File: config.mk
export PLATFORM = sky130hd
export DESIGN_NAME = uart_rxr
export DESIGN_NICKNAME = d
export VERILOG_FILES = /design/src/rtl/uart_pkg.sv /design/src/rtl/sync_2ff.sv /design/src/rtl/uart_rxr.sv
export SDC_FILE = /design/constraint.sdc
export NUM_CORES = 1
export LEC_CHECK = 0
export CAP_MARGIN = 40
export CORE_AREA = 2 2 64 66
export DETAILED_ROUTE_END_ITERATION = 16
export DIE_AREA = 0 0 66 68
export GPL_ROUTABILITY_DRIVEN = 0
export MAX_ROUTING_LAYER = met4
export PLACE_DENSITY = 0.67
export SKIP_LAST_GASP = 1
export SYNTH_ARGS = -nofsm -noshare
export SYNTH_HDL_FRONTEND = slang
export SYNTH_SLANG_ARGS = --single-unit
File: constraint.sdc
create_clock -name i_clk -period 2 [get_ports i_clk]
set_input_delay 0.4 -clock i_clk [delete_from_list [all_inputs] [get_ports i_clk]]
set_output_delay 0.4 -clock i_clk [all_outputs]
set_load 0.05 [all_outputs]
File: src/rtl/uart_pkg.sv
// Shared UART definitions used by both the transmitter and receiver.
// Holds the frame geometry, the default baud divisor and the receiver state encoding.
package uart_pkg;

    localparam int unsigned DATA_BITS            = 8;
    localparam int unsigned DEFAULT_CLKS_PER_BIT = 10;

    typedef enum logic [2:0] {
        StIdle,
        StStart,
        StData,
        StStop,
        StBreak
    } uart_state_e;

endpackage

File: src/rtl/sync_2ff.sv
// Generic two-flop synchronizer for a single asynchronous bit.
// RstVal sets the flop value during reset so an idle line does not look active.
module sync_2ff #(
    parameter logic RstVal = 1'b0
) (
    input  logic clk_i,
    input  logic rst_ni,
    input  logic d_i,
    output logic q_o
);

    logic meta_q;
    logic sync_q;

    always_ff @(posedge clk_i or negedge rst_ni) begin
        if (!rst_ni) begin
            meta_q <= RstVal;
            sync_q <= RstVal;
        end else begin
            meta_q <= d_i;
            sync_q <= meta_q;
        end
    end

    assign q_o = sync_q;

endmodule

File: src/rtl/uart_rxr.sv
// 8N1 UART receiver: oversamples the line, centre-samples each bit and emits the byte
// with a one-cycle valid pulse, or a one-cycle framing-error pulse on a low stop bit.
module uart_rxr
    import uart_pkg::*;
#(
    parameter int unsigned CLKS_PER_BIT = DEFAULT_CLKS_PER_BIT
) (
    input  logic                 i_clk,
    input  logic                 i_rst_n,
    input  logic                 i_dataline,
    output logic [DATA_BITS-1:0] o_byte,
    output logic                 o_data_valid,
    output logic                 o_frame_err,
    output logic                 o_busy
);

    localparam int unsigned HALF_BIT = (CLKS_PER_BIT - 1) / 2;
    localparam int unsigned CntW     = $clog2(CLKS_PER_BIT);
    localparam int unsigned IdxW     = $clog2(DATA_BITS);

    localparam logic [CntW-1:0] CntHalf = CntW'(HALF_BIT);
    localparam logic [CntW-1:0] CntLast = CntW'(CLKS_PER_BIT - 1);
    localparam logic [IdxW-1:0] IdxLast = IdxW'(DATA_BITS - 1);

    logic rx;

    sync_2ff #(
        .RstVal (1'b1)
    ) u_sync (
        .clk_i  (i_clk),
        .rst_ni (i_rst_n),
        .d_i    (i_dataline),
        .q_o    (rx)
    );

    uart_state_e          state_q, state_d;
    logic [CntW-1:0]      clk_cnt_q, clk_cnt_d;
    logic [IdxW-1:0]      bit_idx_q, bit_idx_d;
    logic [DATA_BITS-1:0] shift_q, shift_d;
    logic [DATA_BITS-1:0] byte_q, byte_d;
    logic                 valid_q, valid_d;
    logic                 ferr_q, ferr_d;

    always_ff @(posedge i_clk or negedge i_rst_n) begin
        if (!i_rst_n) begin
            state_q   <= StIdle;
            clk_cnt_q <= '0;
            bit_idx_q <= '0;
            shift_q   <= '0;
            byte_q    <= '0;
            valid_q   <= 1'b0;
            ferr_q    <= 1'b0;
        end else begin
            state_q   <= state_d;
            clk_cnt_q <= clk_cnt_d;
            bit_idx_q <= bit_idx_d;
            shift_q   <= shift_d;
            byte_q    <= byte_d;
            valid_q   <= valid_d;
            ferr_q    <= ferr_d;
        end
    end

    always_comb begin
        state_d   = state_q;
        clk_cnt_d = clk_cnt_q + CntW'(1);
        bit_idx_d = bit_idx_q;
        shift_d   = shift_q;
        byte_d    = byte_q;
        valid_d   = 1'b0;
        ferr_d    = 1'b0;

        unique case (state_q)
            StIdle: begin
                clk_cnt_d = '0;
                if (!rx) begin
                    state_d = StStart;
                end
            end
            StStart: begin
                if (clk_cnt_q == CntHalf) begin
                    clk_cnt_d = '0;
                    if (!rx) begin
                        state_d   = StData;
                        bit_idx_d = '0;
                    end else begin
                        state_d = StIdle;
                    end
                end
            end
            StData: begin
                if (clk_cnt_q == CntLast) begin
                    clk_cnt_d          = '0;
                    shift_d[bit_idx_q] = rx;
                    if (bit_idx_q == IdxLast) begin
                        state_d = StStop;
                    end else begin
                        bit_idx_d = bit_idx_q + IdxW'(1);
                    end
                end
            end
            StStop: begin
                // Leaving mid-stop-bit lets a following start edge be caught with no idle gap.
                if (clk_cnt_q == CntLast) begin
                    clk_cnt_d = '0;
                    if (rx) begin
                        byte_d  = shift_q;
                        valid_d = 1'b1;
                        state_d = StIdle;
                    end else begin
                        ferr_d  = 1'b1;
                        state_d = StBreak;
                    end
                end
            end
            StBreak: begin
                // A line held low must rise before a new start edge can be recognised.
                clk_cnt_d = '0;
                if (rx) begin
                    state_d = StIdle;
                end
            end
            default: begin
                clk_cnt_d = '0;
                state_d   = StIdle;
            end
        endcase
    end

    assign o_byte       = byte_q;
    assign o_data_valid = valid_q;
    assign o_frame_err  = ferr_q;
    assign o_busy       = (state_q != StIdle);

endmodule

# Word-level counts from Yosys, hierarchy flattened
# Index checks and enable logic that the tools add are counted.
totals:
  ff_bits: 30
  input_bits: 3
classes:
  add_sub_neg: 2
  eq_ne: 15
  mux: 26
  order_cmp: 2
  reduce_logical: 9
op_table:
  columns: ["cell", "n"]
  rows:
  - ["two-way mux 3 bit", 11]
  - ["case mux 3 bit (5 select lines)", 1]
  - ["!= test 2 bit, second input constant", 7]
  - ["bitwise mux 8 bit", 1]
  - ["two-way mux 4 bit", 2]
  - ["case mux 4 bit (2 select lines)", 1]
  - ["two-way mux 1 bit", 7]
  - ["== test 3 x 2 -> 1 bit, second input constant", 2]
  - ["== test 3 bit, second input constant", 2]
  - ["case mux 3 bit (2 select lines)", 1]
  - ["AND reduction 6 bit", 1]
  - ["AND reduction 5 bit", 1]
  - ["adder 4 x 1 -> 4 bit, second input constant", 1]
  - ["== test 4 x 3 -> 1 bit, second input constant", 1]
  - ["== test 4 bit, second input constant", 1]
  - ["less-than comparator 3 x 4 -> 1 bit, second input constant", 1]
  - ["adder 3 x 1 -> 3 bit, second input constant", 1]
  - ["demux 1 bit (select 3 bit)", 1]
  - ["== test 3 x 1 -> 1 bit, second input constant", 1]
  - ["greater-or-equal comparator 3 x 1 -> 1 bit, second input constant", 1]
  - ["zero test 3 bit", 1]
  - ["AND reduction 3 bit", 1]
  - ["nonzero test 3 bit", 1]
  - ["two-way mux 2 bit", 1]
  - ["5 further kinds", 5]

# Longest topological paths before layout
# Gate-level depths: netlist (run 1).
logic_depth:
  ltp_word: 5
  ltp_mapped: 7
  ltp_nobuf: 6

# By module
# A second synthesis (run 1) with hierarchy kept.
unflattened:
  hier_cells: 120
  area_unflattened_um2: 1462.7
modules_own_cells:
  columns: ["mod", "n_inst", "cells_each", "area_per_inst_um2"]
  rows:
  - ["uart_rxr", 1, 118, 1410.1]
  - ["sync_2ff", 1, 2, 52.6]

# Least setup slack after synthesis (run 1)
# OpenSTA, ideal clock, no wires.
synth_timing:
  kind: "register to register"
  from: "register bit_idx_q[0]"
  to: "register bit_idx_q[0]"
  setup_time_ps: 128
  slack_ps: 265
  t_required_ps: 1872
  path_stages_with_launch: 6
  period_less_slack_ps: 1735
  t_arrival_ps: 1607
  path_cell_list: "dfrtp_1 ha_1 ha_1 o32a_1 a21oi_2 mux2_1"
synth_between:
  elab_chain_len: 4
  elab_cells_between_ends: 7
  classes_between: "add/sub (1); eq/ne (2); mux (3); reduce/logical (1)"
synth_rtl:
  columns: ["element", "line", "source"]
  rows:
  - ["from (decl)", "uart_rxr.sv:38", "logic [IdxW-1:0] bit_idx_q, bit_idx_d;"]
  - ["from (signal assigned)", "uart_rxr.sv:56", "bit_idx_q <= bit_idx_d;"]
  - ["adder 3 x 1 -> 3 bit", "uart_rxr.sv:98", "bit_idx_d = bit_idx_q + IdxW'(1);"]
  - ["two-way mux 3 bit", "uart_rxr.sv:95", "if (bit_idx_q == IdxLast) begin"]
  - ["two-way mux 3 bit", "uart_rxr.sv:92", "if (clk_cnt_q == CntLast) begin"]
  - ["case mux 3 bit (2 select lines)", "uart_rxr.sv:73", "unique case (state_q)"]
# Parallel ways exist; a longest one is shown, timed or not. The select of a mux whose other input is x is not followed.
# A chain may end at the register's enable or synchronous reset.

# Worst setup path after layout (run 1)
layout_timing:
  from: "register state_q[0]"
  to: "register bit_idx_q[2]"
layout_between:
  elab_chain_len: 3
  elab_cells_between_ends: 9
  classes_between: "eq/ne (6); mux (1); reduce/logical (2)"
layout_rtl:
  columns: ["element", "line", "source"]
  rows:
  - ["from (decl)", "uart_rxr.sv:36", "uart_state_e state_q, state_d;"]
  - ["from (signal assigned)", "uart_rxr.sv:46", "state_q <= StIdle;"]
  - ["from (signal assigned)", "uart_rxr.sv:54", "state_q <= state_d;"]
  - ["== test 3 x 1 -> 1 bit or == test 3 x 2 -> 1 bit (tied branches)", "uart_rxr.sv:73", null]
  - ["!= test 2 bit (no line) or nonzero test 2 bit (tied branches)", null, null]
  - ["AND reduction 5 bit (no line)", null, null]
# Parallel ways exist; a longest one is shown, timed or not.

==> results of run 1 <==
-- worst register-to-register path: cells and delay by family, from the launching register on --
kind | cells | cell delay [ns]
AOI/OAI and AO/OA | 2 | 0.48
DFF | 1 | 0.47
muxes | 1 | 0.35
and+or+nand+nor | 1 | 0.45
-- power groups by stage --
stage	Combinational [mW]	Clock, mW	Sequential (mW)
after global routing	0.500	0.499	0.763
after global placement	0.423	0	0.753
final	0.443	0.456	0.751
after CTS	0.446	0.467	0.749
after floorplan	0.348	0	0.734
after detailed placement	0.443	0	0.759
-- synthesized netlist by cell type (all sizes together), types with 2 or more instances --
cell type / instances / share of area [%]
dfrtp: 28 / 49
mux2: 19 / 15
nor2: 7 / 1.8
clkbuf: 6 / 3.7
ha: 5 / 4.4
inv: 5 / 1.3
nand3: 5 / 1.7
a21oi: 3 / 1.3
and3: 3 / 1.6
nand3b: 3 / 1.6
nand4: 3 / 1.7
dfstp: 2 / 3.7
nand2: 2 / 0.52
nor2b: 2 / 1.0
nor3b: 2 / 1.0
nor4: 2 / 0.87
or3b: 2 / 1.4
xnor2: 2 / 1.2
-- cells by family after synthesis --
group,after synthesis,share of synthesized area (%)
and+or+nand+nor,34,14.7
DFF,30,52.4
muxes,19,14.9
AOI/OAI and AO/OA,12,6.27
buffers and inverters,12,5.57
adders and majority gates,5,4.35
xor gates and xnor gates,3,1.83
-- routing by layer --
layer  wire (um)  up-vias  global-route usage, %
li1            -      452                      -
met1        1210      447                   16.7
met2        1190       19                   23.6
met3         100        4                   4.61
met4          31        0                   4.34
met5           0        -                      -
-- state kept, by name, indices dropped and copies added (netlist names) --
| name | flops |
|---|---|
| o_frame_err | 1 |
| state_q | 3 |
| clk_cnt_q | 4 |
| bit_idx_q | 3 |
| u_sync.meta_q | 1 |
| shift_q | 8 |
| u_sync.q_o | 1 |
| o_data_valid | 1 |
| o_byte | 8 |
-- stage by stage --
stage | hold slack [ns] | utilization (%) | cells
finish | 0.354 | 44.5 | 188
global route | 0.359 | 44.5 | 188
CTS | 0.356 | 44.5 | 188
detailed placement | 0.348 | 42.4 | 180
global placement | 0.346 | 42.4 | 180
floorplan | 0.104 | - | 115
-- final cells by class --
class                           instances  area, um^2  area share [%]
Sequential cell                        30         753            43.9
Timing Repair Buffer                   22         195            11.4
Clock buffer                            8        80.1            4.67
Tap cell                               50        62.6            3.65
Inverter                                5        18.8            1.09
Multi-Input combinational cell         73         604            35.3
-- worst min-delay path by stage --
stage | end | slack (ns) | cells after the start
after detailed placement | u_sync.q_o | 0.35 | 0
after global routing | u_sync.q_o | 0.36 | 0
after floorplan | bit_idx_q[0] | 0.10 | 0
after CTS | u_sync.q_o | 0.36 | 0
after global placement | u_sync.q_o | 0.35 | 0
final | u_sync.q_o | 0.35 | 0
==> impl_metrics.py, run 1 <==
metrics = {
    "run_status": {
        "status": "complete, no violations",
    },
    "power": {
        "p_sw_share_pct": 32.0,
        "ir_worst_vdd_uv": 573,
        "p_leak_nw": 0.830,
        "power.switching_mw": 0.528,
        "pwr-share-comb_pct": 26.9,
        "power.total_mw": 1.65,
        "p_clk_share_pct": 27.6,
        "p_per_area_mw_per_mm2": 962,
        "intPower_mw": 1.12,
        "p_seq_share_pct": 45.5,
    },
    "die": {
        "num_rows": 23,
        "die_height_um": 68,
        "io_pins": 14,
        "die_x_um": 66,
        "start_util_pct": 37.3,
        "die_area_mm2": 0.00449,
        "coreArea_mm2": 0.00386,
    },
    "cells_and_area": {
        "nNetsFinal": 145,
        "fillers": 386,
        "final_common_cell": "dfrtp_1",
        "insertedDiodeCount": 0,
        "final_cell_area_mm2": 0.00171,
        "drive_gt1_share_pct": 29.7,
        "syn_to_final_growth_pct": 19.2,
        "final_cell_mix": "28 x dfrtp_1, 16 x mux2_2, 12 x clkdlybuf4s50_1",
    },
    "synthesis": {
        "async_reset_ff_share_pct": 100,
        "synth.distinct_cells": 39,
        "synth_edf_count": 0,
        "seq_area_frac_synth_pct": 52.4,
        "ys_seq_elements": 30,
        "synth_fp_nets": 123,
        "netlist_instances": 115,
        "syn_area_mm2": 0.00144,
        "ys_warn_count": 0,
        "synth_ff_type": "dfrtp_1",
        "syn_area_per_cell_um2": 12.5,
    },
    "routing": {
        "drt_iter0_drc": 30,
        "vias": 922,
        "ant_nets": 0,
        "wl_mm": 2.53,
        "avgViaCountPerCell": 4.90,
        "first_pass_iters": 4,
        "wl_per_cell_um": 13.4,
        "drc_errors": 0,
    },
    "global_route": {
        "track_usage_pct": 14.2,
        "grt_max_degree": 31,
        "grt_pass1_wl_mm": 4.67,
        "grt_pass1_vias": 1002,
        "antenna_found_initial": 0,
        "overflow": 0,
    },
    "sta": {
        "final_max_slew_viol_count": 0,
        "slew_headroom_pct": 66.7,
        "worst_slack_ns": 0.120,
        "clock_skew_ns": 0.00603,
        "max_freq_ghz": 0.532,
        "fin_crit_sh_pct": 94.0,
        "period_needed_ns": 1.88,
        "finalHoldViolCount": 0,
        "tns_ns": 0,
        "setup_viol": 0,
        "rsz0062_at_grt": "false",
        "worst_pin_slew_ns": 0.498,
    },
    "critical_path": {
        "critPathCapture": "bit_idx_q[2]",
        "required_ns": 2.16,
        "cpPeakStageDelay_ns": 0.47,
        "critPathTopFamily": "compound AO/OA/AOI/OAI gates",
        "worstPathCellList": "or3b_4, o32a_1, a21oi_2, mux2_1",
        "cp.depth": 4,
        "reg2reg_depth": 4,
        "worst_path_max_delay_cell": "dfrtp_1",
        "regToRegSetupSlack_ns": 0.12,
        "timing.rr.start": "state_q[0]",
        "critPathLaunchType": "flop",
        "cp.buffers_inverters": 0,
        "r2r_end": "bit_idx_q[2]",
        "cp.arrival_ns": 2.04,
        "crit_path_end_kind": "flop",
        "cp_max_fo": 9,
        "setup.worst_path.start": "state_q[0]",
        "path_class": "flop to flop",
    },
    "placed_design": {
        "hpwl_mm": 1.82,
        "portBuffers": 13,
        "dp_slack_ns": 0.127,
        "dpl_cell_area_mm2": 0.00163,
    },
    "clock_tree": {
        "post_cts_buffers": 0,
        "cts_root_buffer": "clkbuf_8",
        "postCtsHoldBufs": 0,
        "tritoncts": "yes",
        "path_clk_slew_ns": 0.06,
        "cts_sinks": 30,
        "cts_buffer_depth": 2,
        "cts_buffers": 5,
        "htree_levels": 2,
        "clock_latency_ns": 0.28,
        "ctsResizeCount": 0,
    },
    "job": {
        "cap_violations": 0,
    },
    "worst_hold_path": {
        "min_path_type": "flop to flop",
        "worstHoldStart": "u_sync.meta_q",
    },
}
Power figures use the tool's default switching activity.
==> inputs of run 2 (changes only) <==
--- a/config.mk
+++ b/config.mk
@@ -7,6 +7,7 @@
 export LEC_CHECK = 0
 export CAP_MARGIN = 40
 export CORE_AREA = 2 2 64 66
+export CTS_BUF_LIST = sky130_fd_sc_hd__clkbuf_4
 export DETAILED_ROUTE_END_ITERATION = 16
 export DIE_AREA = 0 0 66 68
 export GPL_ROUTABILITY_DRIVEN = 0
==> impl_metrics.py, run 2 (synthesized netlist as in run 1, its figures left out) <==
metrics = {
    "run_status": {
        "status": "complete, no violations",
    },
    "routing": {
        "drc_errors": 0,
        "wl_per_cell_um": 13.4,
        "ant_nets": 0,
        "drt_iter0_drc": 26,
        "vias": 917,
        "first_pass_iters": 4,
        "avgViaCountPerCell": 4.88,
        "wl_mm": 2.52,
    },
    "critical_path": {
        "cp.arrival_ns": 1.48,
        "worstPathCellList": "clkdlybuf4s50_1",
        "cpPeakStageDelay_ns": 0.80,
        "r2r_end": "bit_idx_q[2]",
        "cp.buffers_inverters": 1,
        "crit_path_end_kind": "output port",
        "required_ns": 1.60,
        "critPathLaunchType": "flop",
        "worst_path_max_delay_cell": "clkdlybuf4s50_1",
        "timing.rr.start": "state_q[0]",
        "cp_max_fo": 2,
        "reg2reg_depth": 4,
        "critPathTopFamily": "buffers and inverters",
        "regToRegSetupSlack_ns": 0.12,
        "path_class": "flop to output port",
    },
    "placed_design": {
        "portBuffers": 13,
        "hpwl_mm": 1.82,
        "dpl_cell_area_mm2": 0.00163,
    },
    "die": {
        "coreArea_mm2": 0.00386,
        "die_height_um": 68,
        "die_x_um": 66,
        "die_area_mm2": 0.00449,
        "num_rows": 23,
        "start_util_pct": 37.3,
        "io_pins": 14,
    },
    "global_route": {
        "antenna_found_initial": 0,
        "grt_max_degree": 31,
        "grt_pass1_wl_mm": 4.64,
        "overflow": 0,
        "grt_pass1_vias": 1029,
        "track_usage_pct": 14.1,
    },
    "cells_and_area": {
        "nNetsFinal": 145,
        "insertedDiodeCount": 0,
        "final_cell_area_mm2": 0.00169,
        "final_cell_mix": "28 x dfrtp_1, 16 x mux2_2, 12 x clkdlybuf4s50_1",
        "regArea_um2": 753,
        "final_common_cell": "dfrtp_1",
        "fillers": 390,
        "drive_gt1_share_pct": 31.9,
        "syn_to_final_growth_pct": 17.8,
        "multiInputGateArea_um2": 604,
    },
    "worst_hold_path": {
        "min_to": "u_sync.q_o",
        "min_path_type": "flop to flop",
        "worstHoldStart": "u_sync.meta_q",
        "holdPathStages": 0,
    },
    "clock_tree": {
        "cts_buffers": 5,
        "ctsResizeCount": 0,
        "path_clk_slew_ns": 0.09,
        "post_cts_buffers": 0,
        "clock_latency_ns": 0.32,
        "cts_sinks": 30,
        "htree_levels": 2,
        "cts_root_buffer": "clkbuf_4",
        "postCtsHoldBufs": 0,
        "tritoncts": "yes",
        "cts_buffer_depth": 2,
    },
    "sta": {
        "max_freq_ghz": 0.532,
        "clock_skew_ns": 0.00939,
        "slew_headroom_pct": 66.7,
        "tns_ns": 0,
        "finalHoldViolCount": 0,
        "final_max_slew_viol_count": 0,
        "fin_crit_sh_pct": 94.0,
        "setup_viol": 0,
        "rsz0062_at_grt": "false",
        "worst_pin_slew_ns": 0.497,
        "period_needed_ns": 1.88,
    },
    "power": {
        "ir_worst_vdd_uv": 508,
        "p_per_area_mw_per_mm2": 924,
        "p_leak_nw": 0.827,
    },
    "job": {
        "cap_violations": 0,
    },
}
==> run 2: cell types whose count changed in the layout (fill, tap and decap cells not counted) <==
cell / delta
clkbuf_8: -5
clkbuf_4: +8
clkbuf_1: -3
==> run 2: how the worst max path moves through the flow <==
stage,start,endpoint,depth (start not counted)
after floorplan,bit_idx_q[0],bit_idx_q[0],5
after global placement,clk_cnt_q[1],shift_q[4],6
after global routing,o_byte[2],o_byte[2],1
after detailed placement,state_q[0],bit_idx_q[2],4
final,o_byte[5],o_byte[5],1
after CTS,o_byte[5],o_byte[5],1
==> run 2: area by class of cell <==
type | instances | area share [%]
tap | 50 | 3.69
clock buffer | 8 | 3.55
timing repair buffer | 22 | 11.5
multi-input combinational | 73 | 35.7
inverter | 5 | 1.11
sequential | 30 | 44.5
==> run 2: layer usage <==
metal	vias to the layer above	GRT usage [%]	routed length (um)
met5	-	-	0
met4	0	5.87	34
met3	3	4.44	109
met2	17	23.5	1200
met1	446	15.9	1180
li1	451	-	-
==> run 2: per-stage QoR <==
stage	utilization (%)	std cells	power [mW]	hold slack [ns]	setup slack [ns]
2_1_floorplan	-	115	1.08	0.104	0.265
3_3_place_gp	42.4	180	1.18	0.346	0.186
3_5_place_dp	42.4	180	1.20	0.348	0.127
4_1_cts	43.9	188	1.59	0.360	0.0774
5_1_grt	43.9	188	1.67	0.363	0.0371
6_report	43.9	188	1.57	0.358	0.120
==> run 2: worst reg2reg max path, cell delays in order (launching register included) <==
cell and delay, ns:
dfrtp_1 0.48, or3b_4 0.45, o32a_1 0.30, a21oi_2 0.18, mux2_1 0.35
==> run 2: power by group <==
group	switching (mW)	leakage, nW	internal (mW)	total [mW]
clock	0.195	0.0368	0.181	0.376
sequential	0.0782	0.403	0.670	0.748
combinational	0.239	0.387	0.203	0.442
==> inputs of run 3 (changes only) <==
--- a/config.mk
+++ b/config.mk
@@ -7,7 +7,7 @@
 export LEC_CHECK = 0
 export CAP_MARGIN = 40
 export CORE_AREA = 2 2 64 66
-export CTS_BUF_LIST = sky130_fd_sc_hd__clkbuf_4
+export CTS_BUF_LIST = sky130_fd_sc_hd__clkbuf_4 sky130_fd_sc_hd__clkbuf_8
 export DETAILED_ROUTE_END_ITERATION = 16
 export DIE_AREA = 0 0 66 68
 export GPL_ROUTABILITY_DRIVEN = 0
==> impl_metrics.py, run 3 (synthesized netlist as in run 1, its figures left out) <==
metrics = {
    "placed_design": {
        "hpwl_mm": 1.82,
        "portBuffers": 13,
        "dp_slack_ns": 0.127,
        "place_inst": 180,
    },
    "critical_path": {
        "cp_max_fo": 9,
        "timing.rr.start": "state_q[0]",
        "path_class": "flop to flop",
        "crit_path_end_kind": "flop",
        "required_ns": 2.16,
        "regToRegSetupSlack_ns": 0.12,
        "worstPathCellList": "or3b_4, o32a_1, a21oi_2, mux2_1",
        "worst_path_max_delay_cell": "dfrtp_1",
        "critPathTopFamily": "compound AO/OA/AOI/OAI gates",
        "cp.buffers_inverters": 0,
        "reg2reg_depth": 4,
        "cp.arrival_ns": 2.04,
        "setup.worst_path.start": "state_q[0]",
        "critPathLaunchType": "flop",
        "cpPeakStageDelay_ns": 0.47,
        "r2r_end": "bit_idx_q[2]",
    },
    "global_route": {
        "grt_max_degree": 31,
        "track_usage_pct": 14.5,
        "grt_pass1_vias": 1013,
        "overflow": 0,
        "grt_pass1_wl_mm": 4.75,
        "antenna_found_initial": 0,
    },
    "routing": {
        "wl_per_cell_um": 13.6,
        "drc_errors": 0,
        "ant_nets": 0,
        "vias": 911,
        "first_pass_iters": 4,
        "avgViaCountPerCell": 4.85,
        "drt_iter0_drc": 29,
        "wl_mm": 2.55,
    },
    "clock_tree": {
        "clock_latency_ns": 0.28,
        "cts_buffer_depth": 2,
        "ctsResizeCount": 0,
        "cts_root_buffer": "clkbuf_8",
        "post_cts_buffers": 0,
        "cts_buffers": 5,
        "cts_sinks": 30,
        "htree_levels": 2,
        "path_clk_slew_ns": 0.06,
        "tritoncts": "yes",
        "postCtsHoldBufs": 0,
    },
    "cells_and_area": {
        "nNetsFinal": 145,
        "multiInputGateArea_um2": 604,
        "final_cell_mix": "28 x dfrtp_1, 16 x mux2_2, 12 x clkdlybuf4s50_1",
        "regArea_um2": 753,
        "syn_to_final_growth_pct": 20.0,
        "layoutNonFillerInstCount": 188,
        "fillers": 386,
        "insertedDiodeCount": 0,
        "drive_gt1_share_pct": 31.9,
        "final_common_cell": "dfrtp_1",
    },
    "worst_hold_path": {
        "worstHoldStart": "u_sync.meta_q",
        "min_to": "u_sync.q_o",
        "holdPathStages": 0,
        "min_path_type": "flop to flop",
    },
    "power": {
        "p_leak_nw": 0.840,
        "ir_worst_vdd_uv": 572,
        "p_per_area_mw_per_mm2": 979,
    },
    "die": {
        "num_rows": 23,
        "start_util_pct": 37.3,
        "io_pins": 14,
        "die_area_mm2": 0.00449,
        "die_height_um": 68,
        "coreArea_mm2": 0.00386,
        "die_x_um": 66,
    },
    "sta": {
        "max_freq_ghz": 0.533,
        "finalHoldViolCount": 0,
        "tns_ns": 0,
        "clock_skew_ns": 0.00702,
        "setup_viol": 0,
        "worst_pin_slew_ns": 0.498,
        "worst_slack_ns": 0.123,
        "slew_headroom_pct": 66.7,
        "final_max_slew_viol_count": 0,
        "rsz0062_at_grt": "false",
        "fin_crit_sh_pct": 93.8,
        "period_needed_ns": 1.88,
    },
    "run_status": {
        "status": "complete, no violations",
    },
    "job": {
        "cap_violations": 0,
    },
}
run 3: worst register-to-register path, delay by kind of cell, from the launching register on:
kind            cells  cell delay (ns)
flops               1             0.47
compound gates      2             0.48
simple gates        1             0.45
mux                 1             0.35
run 3: metal layers:
metal  wire, um  vias up  global-route usage [%]
li1           -      451                       -
met1       1230      446                    17.0
met2       1220       12                    24.0
met3         83        2                    4.61
met4         23        0                    4.34
met5          0        -                       -
run 3: where the power goes:
part           total [mW]  internal, mW  switching, mW
sequential          0.750         0.672         0.0785
clock               0.497         0.287          0.210
combinational       0.443         0.203          0.240
total                1.69          1.16          0.528
run 3: worst max-delay path by stage:
stage | to | slack [ns] | depth (start not counted)
detailed placement | bit_idx_q[2] | 0.13 | 4
finish | bit_idx_q[2] | 0.12 | 4
CTS | bit_idx_q[2] | 0.12 | 4
global route | bit_idx_q[2] | 0.05 | 4
floorplan | bit_idx_q[0] | 0.27 | 5
global placement | shift_q[4] | 0.19 | 6
run 3: final cells by class:
class                   count  area share (%)
repair buffers             22            11.3
clock buffers               8            5.29
flip-flops and latches     30            43.7
well taps                  50            3.63
inverters                   5            1.09
multi-input cells          73            35.0
run 3: metrics by stage:
| step | area, um^2 | total power [mW] | utilization, % | hold WS, ns |
|---|---|---|---|---|
| 3_5_place_dp | 1630 | 1.20 | 42.4 | 0.348 |
| 4_1_cts | 1730 | 1.71 | 44.7 | 0.356 |
| 6_report | 1730 | 1.69 | 44.7 | 0.354 |
| 2_1_floorplan | 1440 | 1.08 | - | 0.104 |
| 3_3_place_gp | 1630 | 1.18 | 42.4 | 0.346 |
| 5_1_grt | 1730 | 1.80 | 44.7 | 0.359 |
